**config.mk**
```make
export PLATFORM = sky130hd
export DESIGN_NAME = axi_master_rd
export DESIGN_NICKNAME = d
export VERILOG_FILES = /design/src/rtl/axi_master_rd.sv
export SDC_FILE = /design/constraint.sdc
export NUM_CORES = 1
export LEC_CHECK = 0
export ABC_AREA = 1
export BUFFER_PORTS_ARGS = -buffer_cell sky130_fd_sc_hd__buf_2
export CORE_MARGIN = 5
export CORE_UTILIZATION = 39
export CTS_CLUSTER_DIAMETER = 60
export DETAILED_ROUTE_END_ITERATION = 10
export HOLD_SLACK_MARGIN = 0.1
export PLACE_DENSITY = 0.82
export RECOVER_POWER = 25
export SLEW_MARGIN = 5
export SYNTH_ARGS = -nofsm -noshare
export SYNTH_HDL_FRONTEND = slang
export SYNTH_SLANG_ARGS = --single-unit
```
**constraint.sdc**
```tcl
create_clock -name clk -period 1.9 [get_ports clk]
set_input_delay 0.57 -clock clk [delete_from_list [all_inputs] [get_ports clk]]
set_output_delay 0.57 -clock clk [all_outputs]
set_load 0.01 [all_outputs]
```
**src/rtl/axi_master_rd.sv**
```systemverilog
// AXI4 read master: issues one INCR burst on AR per accepted request and streams the
// R beats straight to a user sink, flagging RRESP and RLAST-position errors.
module axi_master_rd #(
    parameter int         DATA_WIDTH = 64,
    parameter int         ADDR_WIDTH = 30,
    parameter logic [3:0] AXI_ID     = 4'b0000,
    parameter logic [2:0] AXI_SIZE   = 3'b011
) (
    input  logic                  clk,
    input  logic                  rst_n,
    input  logic                  rd_start,
    input  logic [ADDR_WIDTH-1:0] rd_addr,
    input  logic [7:0]            rd_len,
    output logic                  rd_busy,
    output logic                  rd_done,
    output logic                  rd_err,
    input  logic                  rd_fifo_ready,
    output logic                  rd_fifo_wr_en,
    output logic [DATA_WIDTH-1:0] rd_fifo_data,
    output logic [3:0]            m_axi_arid,
    output logic [ADDR_WIDTH-1:0] m_axi_araddr,
    output logic [7:0]            m_axi_arlen,
    output logic [2:0]            m_axi_arsize,
    output logic [1:0]            m_axi_arburst,
    output logic                  m_axi_arlock,
    output logic [3:0]            m_axi_arcache,
    output logic [2:0]            m_axi_arprot,
    output logic [3:0]            m_axi_arqos,
    output logic                  m_axi_arvalid,
    input  logic                  m_axi_arready,
    input  logic [DATA_WIDTH-1:0] m_axi_rdata,
    input  logic [1:0]            m_axi_rresp,
    input  logic                  m_axi_rlast,
    input  logic                  m_axi_rvalid,
    output logic                  m_axi_rready
);

    typedef enum logic [1:0] {IDLE = 2'd0, RA = 2'd1, RD = 2'd2} state_t;

    state_t     state;
    logic [7:0] beat_cnt;
    logic       r_hs;
    logic       beat_bad;

    assign m_axi_arid    = AXI_ID;
    assign m_axi_arsize  = AXI_SIZE;
    assign m_axi_arburst = 2'b01;
    assign m_axi_arlock  = 1'b0;
    assign m_axi_arcache = 4'b0010;
    assign m_axi_arprot  = 3'b000;
    assign m_axi_arqos   = 4'b0000;

    // Ready is combinational on the sink so a beat is only taken when it can be stored.
    assign m_axi_rready  = (state == RD) & rd_fifo_ready;
    assign r_hs          = m_axi_rvalid & m_axi_rready;
    assign rd_fifo_wr_en = r_hs;
    assign rd_fifo_data  = m_axi_rdata;
    assign rd_busy       = (state != IDLE);

    assign beat_bad = (m_axi_rresp != 2'b00) ||
                      ( m_axi_rlast && (beat_cnt != m_axi_arlen)) ||
                      (!m_axi_rlast && (beat_cnt == m_axi_arlen));

    always_ff @(posedge clk or negedge rst_n) begin
        if (!rst_n) begin
            state         <= IDLE;
            m_axi_arvalid <= 1'b0;
            m_axi_araddr  <= '0;
            m_axi_arlen   <= '0;
            rd_done       <= 1'b0;
            rd_err        <= 1'b0;
            beat_cnt      <= '0;
        end else begin
            rd_done <= 1'b0;
            case (state)
                IDLE: if (rd_start) begin
                    state         <= RA;
                    m_axi_araddr  <= rd_addr;
                    m_axi_arlen   <= rd_len;
                    m_axi_arvalid <= 1'b1;
                    rd_err        <= 1'b0;
                    beat_cnt      <= '0;
                end
                RA: if (m_axi_arvalid && m_axi_arready) begin
                    m_axi_arvalid <= 1'b0;
                    state         <= RD;
                end
                RD: if (r_hs) begin
                    if (beat_cnt != 8'hFF) beat_cnt <= beat_cnt + 8'd1;
                    if (beat_bad) rd_err <= 1'b1;
                    // Only rlast ends the burst; surplus beats keep flowing and stay flagged.
                    if (m_axi_rlast) begin
                        state   <= IDLE;
                        rd_done <= 1'b1;
                    end
                end
                default: begin
                    state         <= IDLE;
                    m_axi_arvalid <= 1'b0;
                end
            endcase
        end
    end

endmodule
```
# Word-level counts from Yosys, hierarchy flattened
# Cells that the tools add are included.
# op_classes
eq_ne	11
addsub	1
n_mux	19
reduce_logical	15
bitwise_logic	3
# ops
op	n
$mux 8	3
$pmux 8 s2	1
$reduce_and 4->1	3
$ne 2x2->1 const B	5
$add 8x1->8 const B	1
$eq 8x8->1	1
$mux 1	8
$mux 2	4
$ne 8x8->1	1
$ne 8x8->1 const B	1
$pmux 2 s3	1
$reduce_bool 2->1	3
$logic_and 1x1->1	3
$pmux 1 s3	1
$reduce_and 3->1	1
$and 1x1->1	2
$eq 2x1->1 const B	1
$eq 2x2->1 const B	1
$logic_not 2->1	1
$logic_or 1x1->1	2
$ne 2x1->1 const B	1
$pmux 1 s2	1
$reduce_and 2->1	1
$logic_not 1->1	1
$not 1->1	1
# word_totals
regBits	51
word_cells	56
in_bits	111
out_inout_bits	129

# Logic depth before layout (Yosys ltp)
# Gate-level depths: netlist of run 1.
# depth
word_depth	7
mapped_depth	12
depth_no_buf	12

# Worst setup path before layout of run 1
# No wires, ideal clock.
# synth_path
path_type	input-to-output
startpoint	input port rd_fifo_ready
endpoint	output port rd_fifo_wr_en
cell_stages	4
required_time_ps	1330
arrival_time_ps	918
path_slack_ps	412
n_path_buf	0
cell_sequence	inv_1 > nor2_4 > nand2_2 > inv_2
# synth_between
elab_chain_cells	2
# synth_lines
item	line	text
start, declared	17	input logic rd_fifo_ready,
$and 1x1->1	54	assign m_axi_rready = (state == RD) & rd_fifo_ready;
via m_axi_rready	35	output logic m_axi_rready
$and 1x1->1	55	assign r_hs = m_axi_rvalid & m_axi_rready;
end, declared	18	output logic rd_fifo_wr_en,
# The timed path passes the listed nets, and every way through them passes these cells.

# Worst setup path in the final report of run 1
# layout_path
startpoint	register state[0]
endpoint	output port rd_fifo_wr_en
# layout_between
elab_chain_cells	3
# layout_lines
item	line	text
start, declared	40	state_t state;
start signal, assigned	66	state <= IDLE;
start signal, assigned	77	state <= RA;
start signal, assigned	86	state <= RD;
$eq 2x2->1	54	
$and 1x1->1	54	
$and 1x1->1	55	
# Every way passes these cells.

==> impl_metrics.toml, run 1 <==
[timing]
setup_tns_ns = 0
tightest_slew_ns = 0.947
setup_viol = 0
slew_headroom_pct = 36.9
layout_min_cycle_time_ns = 1.83
maxSlewViolCount = 0
post-route-period-util_pct = 96.1
fmax_mhz = 547
hold_violations = 0
clock_skew_ns = 0.0101
rsz0062_at_grt = "no"

[critical_path]
worstSetupStartpointType = "flop"
critPathKind = "reg -> out"
r2r_start = "beat_cnt[1]"
cpPeakStageDelay_ns = 0.41
r2r_slack_ns = 0.31
reg2regPathDepth = 10
path_cells = "inv_2, nand2_2, nor2_4, nand2_2, inv_2, buf_2"
cp-end-kind = "output port"
worstReg2RegEnd = "beat_cnt[2]"
slowest_stage = "dfrtp_1"
arrival_ns = 1.26
worstPathMaxFanout = 4
crit_family = "flip-flops"
crit_buf_inv = 3
required_ns = 1.33

[power]
p_per_area_nw_per_um2 = 612
p_leak_nw = 1.76
irDropWorstVdd_mv = 0.447
total_power_mw = 1.85

[global_routing]
antenna_found_initial = 0
grt_pass1_wl_um = 9250
grt_overflow_total = 0
grt_usage_pct = 12.9
grt_max_degree = 34
grt_pass1_vias = 2013

[clock_tree]
ctsResizeCount = 0
cts_tree = "built"
path_clk_slew_ns = 0.09
hold_buffers = 0
root_buffer = "clkbuf_8"
clkLatencyLatePin_ns = 0.30
h-tree-depth = 2
cts_buffers = 5
post-cts-setup-buffer-count = 0
cts.sinks = 51
clockBufferDepth = 2

[floorplanning]
initial_core_util_pct = 40.2
die_h_um = 96.5
die_w_um = 96.5
core_um2 = 7250
io_pins = 240
dieArea_um2 = 9300
placementRows = 31

[route]
antenna_left = 0
drt-pass1-iter-count = 4
wire_per_inst_um = 14.3
drtIter0Drc = 114
drc_errors = 0
via_per_inst = 4.46
vias = 1876
wl_um = 6020

[layout]
drive_gt1_share_pct = 38.5
diodes = 0
area_growth_pct = 3.69
fin_util_pct = 41.7
nNetsFinal = 433
fillers = 723
multi_input_area_um2 = 955
seq_area_um2 = 1280

[logic_synthesis]
syn_inst = 289
synth_warnings = 0
ys_seq_area_share_pct = 43.8
ys_types = 29
synth.area.top_cells = "dfrtp_1 44%, buf_4 22%, mux2_1 13%"
ys_ff_latch = 51
avgSynthCellArea_um2 = 10.1
synth_top_area_share_pct = 43.8
synth_top_cell_by_area = "dfrtp_1"
netlist_area_um2 = 2920

[run]
cap_violations = 0

[placement]
io_buffer_count = 90
gp_congestion = 0.796
dp_hpwl_um = 4930

[worst_hold_path]
hold_class = "in -> async"

[run_status]
status = "finished, final reports clean"
layer usage:
metal / GRT usage, % / part of all wire (%) / vias up
li1: - / - / 870
met5: 0 / 0 / -
met1: 12.3 / 31 / 877
met3: 3.95 / 10 / 27
met2: 23.8 / 54 / 102
met4: 7.83 / 4.1 / 0
per-stage QoR:
step / hold slack (ns) / worst slack [ns] / instances / area, um2
2_1_floorplan: 0.274 / 0.412 / 308 / 2990
3_3_place_gp: 0.458 / 0.279 / 412 / 2930
3_5_place_dp: 0.468 / 0.239 / 412 / 2930
4_1_cts: 0.204 / 0.0430 / 420 / 3030
5_1_grt: 0.470 / 0.0228 / 421 / 3020
6_report: 0.394 / 0.0732 / 421 / 3020
cell type report:
class / instances / share of cell area [%]
Tap cell: 99 / 4.10
Inverter: 19 / 2.44
Clock buffer: 8 / 3.31
Timing Repair Buffer: 96 / 16.3
Multi-Input combinational cell: 148 / 31.6
Sequential cell: 51 / 42.2
flip-flops by register name, indices dropped and copies added (netlist names):
name	cells
rd_err	1
m_axi_arlen	8
beat_cnt	8
state	2
m_axi_araddr	30
m_axi_arvalid	1
rd_done	1
where the power goes:
| part | internal (mW) | total [mW] | leakage (nW) | switching, mW |
|---|---|---|---|---|
| logic | 0.0358 | 0.0917 | 1.04 | 0.0559 |
| clock network | 0.333 | 0.671 | 0.0515 | 0.338 |
| registers | 1.09 | 1.09 | 0.665 | 0.000588 |
| total | 1.45 | 1.85 | 1.76 | 0.395 |
cell families after synthesis:
group / synth area share, %
buffers and inverters: 26.0
AND/OR/NAND/NOR: 10.1
flip-flops: 43.8
multiplexers: 13.1
AO/OA/AOI/OAI: 4.46
XOR/XNOR: 1.80
other: 0.258
adder cells (fa/ha/maj): 0.429
worst max-delay path by stage:
stage | startpoint | cells after the start | slack [ns] | endpoint
final | state[0] | 6 | 0.07 | rd_fifo_wr_en
after global routing | state[0] | 6 | 0.02 | rd_fifo_wr_en
after CTS | state[1] | 5 | 0.04 | rd_fifo_wr_en
after detailed placement | rd_fifo_ready | 6 | 0.24 | rd_fifo_wr_en
after global placement | rd_fifo_ready | 6 | 0.28 | rd_fifo_wr_en
after floorplan | rd_fifo_ready | 4 | 0.41 | rd_fifo_wr_en
cell usage in the layout, fill, tap and decap left out, drive strengths merged:
master,netlist,routed
a21oi,11,11
buf,90,94
clkbuf,0,10
clkinv,1,1
conb,2,21
dfrtp,51,51
ha,1,1
inv,18,18
mux2,34,34
nand2,45,45
nand3,5,5
nand4,1,1
nor2,13,13
nor3,1,1
o21ai,9,9
o31ai,1,1
xnor2,4,4
xor2,2,2
worst register-to-register path, stage by stage, from the launching register on:
cell and delay, ns:
dfrtp_1 0.42, ha_1 0.18, nand2_1 0.08, nor2_2 0.14, nand2_2 0.09, nor2_2 0.12
nand4_2 0.11, nand2_4 0.15, inv_4 0.07, nand2_1 0.07, a21oi_2 0.05
synth_stat cells:
cell and n:
nand2_1 40, inv_2 4, inv_1 13, nor2_4 1, nor3_1 1, mux2_1 34
o31ai_1 1, nand2_4 1, nor2_1 10, xor2_1 2, buf_2 1, ha_1 1
dfrtp_1 51, o21ai_0 1, a21oi_1 7, nand2_2 4, clkinv_1 1, xnor2_1 4
nand4_2 1, o21ai_1 6, nand3_2 1, inv_4 1, nand3_1 4, buf_6 3
o21ai_2 2, nor2_2 2, buf_4 86, a21oi_2 4, conb_1 2
No activity file was read; power rests on OpenSTA's default activity.
==> run 2: changes to the inputs <==
Settings changed: BUFFER_PORTS_ARGS -buffer_cell sky130_fd_sc_hd__buf_2 to -buffer_cell sky130_fd_sc_hd__buf_4.
==> impl_metrics.toml, run 2 (synthesis gave the netlist of run 1 again) <==
[run_status]
status = "finished, final reports clean"

[global_routing]
grt_overflow_total = 0
met1_usage_pct = 12.2
antenna_found_initial = 0
use_met3_pct = 4.73
grt_pass1_wl_um = 9190
grt_pass1_vias = 2044
busiest_layer = "met2"
use_met2_pct = 23.3
grt_usage_pct = 12.8
grt_max_degree = 52

[clock_tree]
cts.sinks = 51
post-cts-setup-buffer-count = 0
hold_buffers = 0
path_clk_slew_ns = 0.09
ctsResizeCount = 0
h-tree-depth = 2
clkLatencyLatePin_ns = 0.30
root_buffer = "clkbuf_8"
clockBufferDepth = 2
cts_buffers = 5
cts_tree = "built"

[placement]
dp_hpwl_um = 4790
gp_congestion = 0.787
io_buffer_count = 90
place_inst = 409
placed_area_um2 = 3120

[floorplanning]
die_h_um = 96.5
core_um2 = 7250
initial_core_util_pct = 40.2
dieArea_um2 = 9300
io_pins = 240
die_w_um = 96.5
placementRows = 31

[critical_path]
cp-end-kind = "output port"
arrival_ns = 1.23
worstPathMaxFanout = 4
required_ns = 1.33
worstSetupStartpointType = "flop"
critPathKind = "reg -> out"

[route]
drt-pass1-iter-count = 4
wire_per_inst_um = 14.5
drc_errors = 0
antenna_left = 0
via_per_inst = 4.55
wl_um = 6050
vias = 1896
drtIter0Drc = 99

[timing]
tightest_slew_ns = 1.26
rsz0062_at_grt = "no"
hold_violations = 0
maxSlewViolCount = 0
slew_headroom_pct = 16.3
post-route-period-util_pct = 94.5
layout_min_cycle_time_ns = 1.80
setup_tns_ns = 0
setup_viol = 0
fmax_mhz = 557
clock_skew_ns = 0.00594

[layout]
nNetsFinal = 429
area_growth_pct = 11.5
largest_reg_flops = 30
diodes = 0
drive_gt1_share_pct = 38.1
stdcell_area_um2 = 3250
fillers = 691
reg.largest.list = "m_axi_araddr (30), beat_cnt (8), m_axi_arlen (8)"
final_cell_mix = "91 x buf_4, 51 x dfrtp_1, 39 x nand2_1"
regMostFlops = "m_axi_araddr"
final_common_cell = "buf_4"
layout.cells.non_filler = 417

[power]
p_leak_nw = 1.80
irDropWorstVdd_mv = 0.575
p_per_area_nw_per_um2 = 638

[worst_hold_path]
hold_class = "in -> reg"

[run]
cap_violations = 0
-- run 2: cell type report --
class / instances / area (um2) / share of cell area, %
Clock buffer: 6 / 72.6 / 2.23
Clock inverter: 2 / 60.1 / 1.85
Inverter: 19 / 73.8 / 2.27
Multi-Input combinational cell: 148 / 955 / 29.4
Sequential cell: 51 / 1280 / 39.3
Tap cell: 99 / 124 / 3.81
Timing Repair Buffer: 92 / 688 / 21.2
-- run 2: per-stage QoR --
stage                     hold slack, ns  power (mW)  setup WS [ns]  utilization [%]
after global routing               0.468        2.16         0.0356             44.8
after global placement             0.463        1.22          0.266             43.0
final                              0.478        2.07          0.105             44.8
after CTS                          0.300        2.11         0.0851             44.8
after detailed placement           0.482        1.23          0.255             43.0
after floorplan                    0.274        1.30          0.412                -
-- run 2: power by group --
group / total, mW / switching, mW / internal (mW)
Combinational: 0.117 / 0.0561 / 0.0610
Clock: 0.871 / 0.345 / 0.526
Sequential: 1.09 / 0.000728 / 1.09
Total: 2.07 / 0.402 / 1.67
-- run 2: final timing paths --
kind | end | depth (start not counted) | slack (ns) | start
max | rd_fifo_wr_en | 5 | 0.10 | state[1]
min | m_axi_araddr[7] | 2 | 0.48 | rd_addr[7]
max reg2reg | beat_cnt[4] | 10 | 0.27 | beat_cnt[0]
min reg2reg | m_axi_araddr[20] | 1 | 0.49 | m_axi_araddr[20]
max in group asynchronous | beat_cnt[6] | 1 | 0.62 | rst_n
min in group asynchronous | m_axi_araddr[5] | 1 | 0.53 | rst_n
-- run 2: critical path, cell delays in order (launching register included) --
cell and delay [ns]:
dfrtp_1 0.43, nand2_2 0.14, nor2_4 0.11, nand2_2 0.09, inv_2 0.06, buf_4 0.11
-- run 2: layer usage --
| metal | routed length [um] | vias to the layer above | share of wire, % |
|---|---|---|---|
| met5 | 0 | - | 0 |
| met3 | 631 | 27 | 10 |
| met4 | 233 | 0 | 3.9 |
| met2 | 3240 | 96 | 54 |
| li1 | - | 864 | - |
| met1 | 1940 | 909 | 32 |
